## src/rtl/mac_mul_pkg.sv

```systemverilog
// Shared definitions for the pipelined multi-precision MAC multiplier:
// cfg encodings, active-slice decoding and the lane product width.
package mac_mul_pkg;

    localparam logic [2:0] MAC_CFG_SINGLE = 3'b000;
    localparam logic [2:0] MAC_CFG_DUAL   = 3'b001;
    localparam logic [2:0] MAC_CFG_QUAD   = 3'b010;

    localparam int MAC_DEF_MIN_WIDTH   = 8;
    localparam int MAC_LANE_PROD_WIDTH = 2 * MAC_DEF_MIN_WIDTH;

    function automatic int lane_prod_width(input int w);
        return 2 * w;
    endfunction

    // Number of A slices a cfg code uses; 0 marks an illegal code.
    function automatic int slice_count(input logic [31:0] cfg);
        case (cfg)
            32'(MAC_CFG_SINGLE): return 1;
            32'(MAC_CFG_DUAL):   return 2;
            32'(MAC_CFG_QUAD):   return 4;
            default:             return 0;
        endcase
    endfunction

endpackage

```

## src/rtl/mac_mul_combine.sv

```systemverilog
// Combinational carry-chain combiner: adds lane product i at offset i*W and
// flags illegal cfg codes (result forced to zero).
module mac_mul_combine
    import mac_mul_pkg::*;
#(
    parameter int MAC_CONF_WIDTH = 3,
    parameter int MAC_MIN_WIDTH  = 8,
    parameter int NUM_LANES      = 4,
    parameter int MAC_INT_WIDTH  = (NUM_LANES + 1) * MAC_MIN_WIDTH
) (
    input  logic [NUM_LANES*lane_prod_width(MAC_MIN_WIDTH)-1:0] lane_prod,
    input  logic [MAC_CONF_WIDTH-1:0]                           cfg,
    input  logic                                                sgn,
    output logic [MAC_INT_WIDTH-1:0]                            C,
    output logic                                                err
);

    localparam int PW = lane_prod_width(MAC_MIN_WIDTH);

    int                       n_active;
    logic [MAC_INT_WIDTH-1:0] acc [NUM_LANES+1];

    assign n_active = slice_count(32'(cfg));
    assign acc[0]   = '0;

    generate
        for (genvar gi = 0; gi < NUM_LANES; gi++) begin : g_chain
            logic signed [PW-1:0]       prod;
            logic [MAC_INT_WIDTH-1:0]   prod_ext;

            assign prod = lane_prod[gi*PW +: PW];
            // Signed transactions carry two's-complement lane products.
            assign prod_ext = sgn ? MAC_INT_WIDTH'(prod)
                                  : MAC_INT_WIDTH'(lane_prod[gi*PW +: PW]);
            assign acc[gi+1] = acc[gi] + (prod_ext << (gi * MAC_MIN_WIDTH));
        end
    endgenerate

    assign err = (n_active == 0) || (n_active > NUM_LANES);
    assign C   = err ? '0 : acc[NUM_LANES];

endmodule

```

## src/rtl/mac_mul_pipe.sv

```systemverilog
// Two-stage valid/ready multiplier: S1 lane products, S2 carry-chain combine.
// Optional MAC_MUL_SIGNED_EN adds a per-transaction sgn input (two's complement).
module mac_mul_pipe
    import mac_mul_pkg::*;
#(
    parameter int MAC_CONF_WIDTH = 3,
    parameter int MAC_MIN_WIDTH  = 8,
    parameter int NUM_LANES      = 4,
    parameter int MAC_INT_WIDTH  = (NUM_LANES + 1) * MAC_MIN_WIDTH
) (
    input  logic                              clk,
    input  logic                              rst,
    input  logic                              en,
    input  logic                              in_valid,
    output logic                              in_ready,
    input  logic [NUM_LANES*MAC_MIN_WIDTH-1:0] A,
    input  logic [MAC_MIN_WIDTH-1:0]          B,
    input  logic [MAC_CONF_WIDTH-1:0]         cfg,
`ifdef MAC_MUL_SIGNED_EN
    input  logic                              sgn,
`endif
    output logic                              out_valid,
    input  logic                              out_ready,
    output logic [MAC_INT_WIDTH-1:0]          C,
    output logic                              out_err
);

    localparam int W  = MAC_MIN_WIDTH;
    localparam int PW = lane_prod_width(MAC_MIN_WIDTH);

    logic                        sgn_in;
    int                          n_in;
    logic [NUM_LANES*PW-1:0]     prod_next;
    logic                        s2_load;
    logic                        accept;

    logic                        s1_valid_reg;
    logic [NUM_LANES*PW-1:0]     s1_prod_reg;
    logic [MAC_CONF_WIDTH-1:0]   s1_cfg_reg;
    logic                        s1_sgn_reg;

    logic                        out_valid_reg;
    logic [MAC_INT_WIDTH-1:0]    c_reg;
    logic                        err_reg;
    logic [MAC_INT_WIDTH-1:0]    c_next;
    logic                        err_next;

`ifdef MAC_MUL_SIGNED_EN
    assign sgn_in = sgn;
`else
    assign sgn_in = 1'b0;
`endif

    assign n_in     = slice_count(32'(cfg));
    assign s2_load  = en & (~out_valid_reg | out_ready);
    assign in_ready = en & ~rst & (~s1_valid_reg | s2_load);
    assign accept   = in_valid & in_ready;

    generate
        for (genvar gi = 0; gi < NUM_LANES; gi++) begin : g_lane
            logic [W-1:0]  a_slice;
            logic          a_sign;
            logic          b_sign;
            logic [PW-1:0] a_ext;
            logic [PW-1:0] b_ext;

            // Slices beyond the active count are zeroed before the multiply.
            assign a_slice = (gi < n_in) ? A[gi*W +: W] : '0;
            assign a_sign  = sgn_in & (gi == n_in - 1) & a_slice[W-1];
            assign b_sign  = sgn_in & B[W-1];
            assign a_ext   = {{W{a_sign}}, a_slice};
            assign b_ext   = {{W{b_sign}}, B};
            // Low 2W bits of the extended product are exact for both signednesses.
            assign prod_next[gi*PW +: PW] = a_ext * b_ext;
        end
    endgenerate

    always_ff @(posedge clk) begin
        if (rst) begin
            s1_valid_reg <= 1'b0;
        end else if (en && (!s1_valid_reg || s2_load)) begin
            s1_valid_reg <= accept;
            if (accept) begin
                s1_prod_reg <= prod_next;
                s1_cfg_reg  <= cfg;
                s1_sgn_reg  <= sgn_in;
            end
        end
    end

    mac_mul_combine #(
        .MAC_CONF_WIDTH (MAC_CONF_WIDTH),
        .MAC_MIN_WIDTH  (MAC_MIN_WIDTH),
        .NUM_LANES      (NUM_LANES),
        .MAC_INT_WIDTH  (MAC_INT_WIDTH)
    ) u_combine (
        .lane_prod (s1_prod_reg),
        .cfg       (s1_cfg_reg),
        .sgn       (s1_sgn_reg),
        .C         (c_next),
        .err       (err_next)
    );

    // Result register holds C/out_err whenever the stage does not load.
    always_ff @(posedge clk) begin
        if (rst) begin
            out_valid_reg <= 1'b0;
            c_reg         <= '0;
            err_reg       <= 1'b0;
        end else if (s2_load) begin
            out_valid_reg <= s1_valid_reg;
            if (s1_valid_reg) begin
                c_reg   <= c_next;
                err_reg <= err_next;
            end
        end
    end

    assign out_valid = out_valid_reg;
    assign C         = c_reg;
    assign out_err   = err_reg;

endmodule

```

## config.mk

```make
export PLATFORM = sky130hd
export DESIGN_NAME = mac_mul_pipe
export DESIGN_NICKNAME = d
export VERILOG_FILES = /design/src/rtl/mac_mul_pkg.sv /design/src/rtl/mac_mul_combine.sv /design/src/rtl/mac_mul_pipe.sv
export SDC_FILE = /design/constraint.sdc
export NUM_CORES = 1
export LEC_CHECK = 0
export ABC_CLOCK_PERIOD_IN_PS = 7000
export BUFFER_PORTS_ARGS = -buffer_cell sky130_fd_sc_hd__buf_4
export CORE_MARGIN = 4
export CORE_UTILIZATION = 54
export CTS_CLUSTER_SIZE = 14
export DETAILED_ROUTE_END_ITERATION = 10
export PLACE_DENSITY = 0.74
export SYNTH_ARGS = -nofsm -noshare
export SYNTH_HDL_FRONTEND = slang
export SYNTH_SLANG_ARGS = --single-unit
```

## constraint.sdc

```tcl
create_clock -name clk -period 7 [get_ports clk]
set_input_delay 1.05 -clock clk [delete_from_list [all_inputs] [get_ports clk]]
set_output_delay 1.05 -clock clk [all_outputs]
set_load 0.05 [all_outputs]
```

### After elaboration in Yosys (flattened, before gate mapping)

Index checks and enable logic that the tools add are counted.

| storage, ports and cells | value |
|---|---|
| register bits | 110 |
| word-level logic and storage cells | 47 |
| output and inout bits | 43 |
| bits of input ports | 48 |

| operators by class | value |
|---|---|
| multiplexer cells | 7 |
| bitwise logic cells | 9 |
| multipliers | 4 |
| reductions and logical operators | 9 |
| equal/unequal tests | 4 |
| magnitude comparators | 5 |
| add/subtract/negate cells | 3 |

Operators with widths:

| cell | number |
|---|---|
| $mul 8x8->16 | 4 |
| $add 40x32->40 | 1 |
| $add 40x40->40 | 1 |
| $mux 40 | 1 |
| $gt 32x4->1 const B | 1 |
| $logic_not 32->1 | 1 |
| $lt 1x32->1 const A | 1 |
| $mux 8 | 4 |
| $add 16x24->25 | 1 |
| $pmux 3 s3 | 2 |
| $eq 3x1->1 const B | 2 |
| $eq 3x2->1 const B | 2 |
| $logic_not 3->1 | 2 |
| $lt 2x3->1 const A | 2 |
| $and 1x1->1 | 4 |
| $lt 1x3->1 const A | 1 |
| $not 1->1 | 3 |
| $reduce_and 3->1 | 1 |
| $logic_or 1x1->1 | 2 |
| $or 1x1->1 | 2 |
| $reduce_and 2->1 | 1 |
| $logic_and 1x1->1 | 1 |
| $logic_not 1->1 | 1 |

### Longest topological paths before layout

| logic depth | value |
|---|---|
| word-level depth | 7 |
| gate-level depth with buffers | 19 |
| gate-level depth less buffers | 18 |

### Cells and area by module

A second synthesis with hierarchy kept.

| unflattened totals | value |
|---|---|
| cells, all modules | 1755 |
| area total of the unflattened synthesis | 15618.7 sq um |

By module, submodules not included:

| module | area each (sq um) | cells an instance | times used | sequential area each (sq um) |
|---|---|---|---|---|
| mac_mul_pipe | 12343.1 | 1319 | 1 | 2872.8 |
| mac_mul_combine | 3275.6 | 436 | 1 | 0.0 |

### Worst setup path before layout

Ideal clock, no wire load.

| timing path | value |
|---|---|
| kind | input-to-reg |
| from | input cfg[2] |
| to | register s1_prod_reg[46] (data pin) |
| path slack | 0.702 ns |
| path buffers | 2 |
| arrival | 6.032 ns |
| required time | 6.734 ns |
| setup time | 0.266 ns |
| cell stages on the path | 18 |
| cell sequence | nor3b_1 -> clkbuf_1 -> buf_1 -> nand3_1 -> fa_1 -> fa_1 -> inv_1 -> fa_1 -> inv_1 -> fa_1 -> inv_1 -> ha_1 -> and3_1 -> a2111o_1 -> a41o_1 -> a2111oi_2 -> nor3_1 -> xor2_1 |

| on the way | value |
|---|---|
| cells in the longest elaborated chain, start to end | 5 |
| elaborated cells on any way between the ends | 7 |
| classes of those cells | mul (1); order compare (1); eq/ne (2); mux (2); reduce/logical (1) |

RTL lines:

| what | line | source |
|---|---|---|
| start: declaration | mac_mul_pipe.sv:18 | `input logic [MAC_CONF_WIDTH-1:0] cfg,` |
| $eq 3x2->1 (tied with other cells) | mac_mul_pkg.sv:18 | `case (cfg)` |
| $pmux 3 s3 (*) | mac_mul_pkg.sv:18 |  |
| $lt 2x3->1 (*) | mac_mul_pipe.sv:68 | `assign a_slice = (gi < n_in) ? A[gi*W +: W] : '0;` |
| $mux 8 (*) | mac_mul_pipe.sv:68 |  |
| $mul 8x8->16 (*) | mac_mul_pipe.sv:74 | `assign prod_next[gi*PW +: PW] = a_ext * b_ext;` |
| named net prod_next[46] | mac_mul_pipe.sv:33 | `logic [NUM_LANES*PW-1:0] prod_next;` |
| end signal: assignment | mac_mul_pipe.sv:84 | `s1_prod_reg <= prod_next;` |
| end: declaration | mac_mul_pipe.sv:38 | `logic [NUM_LANES*PW-1:0] s1_prod_reg;` |

Mark *: on every way through the listed nets, which the timed path passes. The rest lies on a longest branch.
A chain may end at the register's enable or synchronous reset.

### Worst setup path in the final report

| timing path | value |
|---|---|
| from | input cfg[1] |
| to | register s1_prod_reg[46] (data pin) |

Same word-level chain as after synthesis.

==> flow_summary_export.csv <==
group,metric,value,unit
place,place_hpwl,22900,um
logic_synthesis,synth.most_common_cell,"inv_1",
logic_synthesis,avgSynthCellArea,9.30,sq um
grt,grt-ovfl-total,0,
run_status,status,"finished, final reports clean",
cells_and_area,post-route-util,60.3,%
drt,drc,0,
die,dieHeight,166,um
critical_path,r2r-end,"C[38]",
drt,wl_met1,14300,um
logic_synthesis,syn_inst,1457,
place,port_buffers,90,
power,ir_drop,0.000116,V
critical_path,crit_type,"in2reg",
critical_path,worst-r2r-setup-slack,2350,ps
cells_and_area,layout.nets,1883,
clock_network,htreeDepth,3,
logic_synthesis,synth_seq_cells,110,
critical_path,required,7100,ps
drt,top_layer,"met4",
critical_path,start_kind,"input pin",
logic_synthesis,synthArstFlopShare,0,%
grt,grt_pass1_wl,51400,um
critical_path,worstRegToRegCells,14,
sta,rsz0062_at_grt,"no",
clock_network,ctsLongestPathBuffers,2,
job,cap_violations,0,
power,p_leak,7.73,nW
drt,ant_nets,0,
power,sw_frac_of_total,35.5,%
clock_network,cts_buffers,9,
place,globalplace.congestion,0.860,
sta,timing.fmax,0.161,GHz
die,die-area,27700,sq um
critical_path,r2r-start,"s1_prod_reg[8]",
clock_network,holdBufCountCts,0,
drt,wl_per_cell,16.2,um
logic_synthesis,syn_nets,1835,
logic_synthesis,synth_fa_ha_area_share,38.6,%
sta,skew,8.67,ps
cells_and_area,largest_reg_flops,64,
clock_network,ctsRootBufferMaster,"clkbuf_16",
grt,grt.total_usage,22.0,%
logic_synthesis,synth-edff-count,67,
grt,grt_max_degree,75,
logic_synthesis,synth_compound_area_share,9.72,%
die,core_area,24500,sq um
logic_synthesis,yosys.area_share.simple,18.3,%
logic_synthesis,netlist_top_cells_count,"221 x inv_1, 183 x ha_1, 167 x and3_1, 147 x fa_1, 79 x nand3_1",
place,placed_area,14500,sq um
power,seq_power_share,37.8,%
sta,hold_violations,0,
logic_synthesis,synth_ff_type,"edfxtp_1",
sta,worstMarginPinSlew,1100,ps
power,net-switching-power,701,uW
worst_hold_path,min_from,"C[30]",
drt,routed-via-count,10400,
grt,first_global_vias,10600,
logic_synthesis,ys_seq_area_share,21.2,%
drt,drt-initial-drc-count,698,
worst_hold_path,min_path_cells,2,
sta,maxSlewViolCount,0,
die,rows,57,
cells_and_area,syn_to_final_growth,9.16,%
clock_network,cts_tree,"yes",
power,power_density,134,nW/um^2
power,power_frac_comb,37.3,%
die,start_util,55.2,%
clock_network,clk_pin_slew,80,ps
sta,max_slew_margin,26.6,%
cells_and_area,final_layout_size_suffix_gt1_share,8.34,%
logic_synthesis,synth-xor-area-share,4.27,%
logic_synthesis,yosys_warnings,0,
cells_and_area,stdcell_area,14800,sq um
cells_and_area,num_antenna_cells,0,
drt,dr.pass1.iters,5,
critical_path,crit_path_max_fanout,74,
logic_synthesis,synthTopCellsByArea,"fa_1 22%, ha_1 17%, edfxtp_1 15%, and3_1 7.7%, dfxtp_1 6.4%",
critical_path,cp_cell_sequence,"buf_4 -> nor3b_2 -> buf_12 -> buf_4 -> and3_1 -> fa_1 -> inv_1 -> fa_1 -> inv_1 -> fa_1 -> inv_1 -> fa_1 -> inv_1 -> ha_1 -> and3_1 -> a2111o_1 -> a41o_1 -> a2111oi_2 -> nor3_1 -> xor2_1",
sta,finalSetupViolations,0,
critical_path,cp-end-kind,"flop",
logic_synthesis,synth_top_family_by_area,"adder cells",
sta,finalCritPeriodShare,88.7,%
critical_path,critPathArrivalTime,6310,ps
die,io_pins,91,
clock_network,post_cts_buffers,0,
drt,routed-wl-met3,1480,um
worst_hold_path,hp-class,"reg2reg",
sta,fin_crit,6210,ps
die,die_w,166,um
sta,finalSetupTns,0,ps
clock_network,insertion_delay,350,ps
clock_network,cts.sinks,110,
logic_synthesis,synth_mux_area_share,0,%
critical_path,crit_slowest_cell,"fa_1",
logic_synthesis,synth_top_area_share,21.7,%
power,p_int,1.27,mW
logic_synthesis,syn_area,13500,sq um
drt,wl_met2,13600,um
grt,antenna_found_initial,0,
power,clkPwrFrac,24.9,%
clock_network,cts_resized,0,
drt,vias_per_cell,5.69,
worst_hold_path,holdPathEnd,"C[30]",
logic_synthesis,synth.distinct_cells,56,
critical_path,critPathMaxStageDelay,540,ps
logic_synthesis,yosysTopAreaCell,"fa_1",
drt,routed_wl,29700,um
[metal layers]
metal,vias to the layer above,global-route usage [%]
met1,5037,32.0
met3,27,2.14
met4,0,5.19
met5,-,0
li1,5082,-
met2,281,35.7
[cell usage in the layout, fill, tap and decap left out, types with 41 or more instances in the layout]
cell      synthesis  final
and3_1          167    167
edfxtp_1         67     67
ha_1            183    183
nand2_1          75     75
o21ai_0          41     41
a21oi_1          52     51
nor2_1           64     63
fa_1            147    147
inv_1           221    221
buf_4             0    100
xnor2_1          45     45
nand3_1          79     79
dfxtp_1          43     43
[cell families after synthesis]
family          Yosys count
flops                   110
simple gates            468
compound gates          198
fa+ha+maj               330
xor+xnor                 66
buf+inv                 285
[stage by stage]
stage	worst slack, ps	power (mW)	cells	hold slack, ps
floorplan	702	1.30	1457	459
detailed placement	442	1.49	1818	451
global placement	584	1.47	1818	447
global route	638	2.12	1834	492
CTS	836	1.99	1834	467
finish	788	1.97	1834	461
[worst max-delay path, delay by kind of cell]
kind,cells,cell delay [ps]
AOI/OAI and AO/OA,3,1120
and+or+nand+nor,4,720
adders and majority gates,5,2430
xor gates and xnor gates,1,150
buffers and inverters,7,780
[power by group through the flow]
stage | Clock (mW) | Sequential, mW | Combinational, mW
global placement | 0 | 0.761 | 0.713
global route | 0.529 | 0.750 | 0.841
finish | 0.492 | 0.747 | 0.736
detailed placement | 0 | 0.762 | 0.728
CTS | 0.502 | 0.747 | 0.738
floorplan | 0 | 0.775 | 0.525
[layout make-up]
class / count / area (sq um)
repair buffers: 101 / 771
multi-input cells: 1062 / 9630
inverters: 221 / 830
clock inverters: 7 / 55.1
flip-flops and latches: 110 / 2870
fillers: 2161 / 9740
well taps: 324 / 405
clock buffers: 9 / 225
[how the worst max path moves through the flow]
stage	end	slack, ps	cells past startpoint	from
final	s1_prod_reg[46]	790	20	cfg[1]
after global routing	s1_prod_reg[46]	640	20	cfg[1]
after CTS	s1_prod_reg[46]	840	20	cfg[1]
after detailed placement	s1_prod_reg[46]	440	20	cfg[1]
after global placement	s1_prod_reg[46]	580	20	cfg[1]
after floorplan	s1_prod_reg[46]	700	18	cfg[2]
Power figures use the tool's default switching activity.
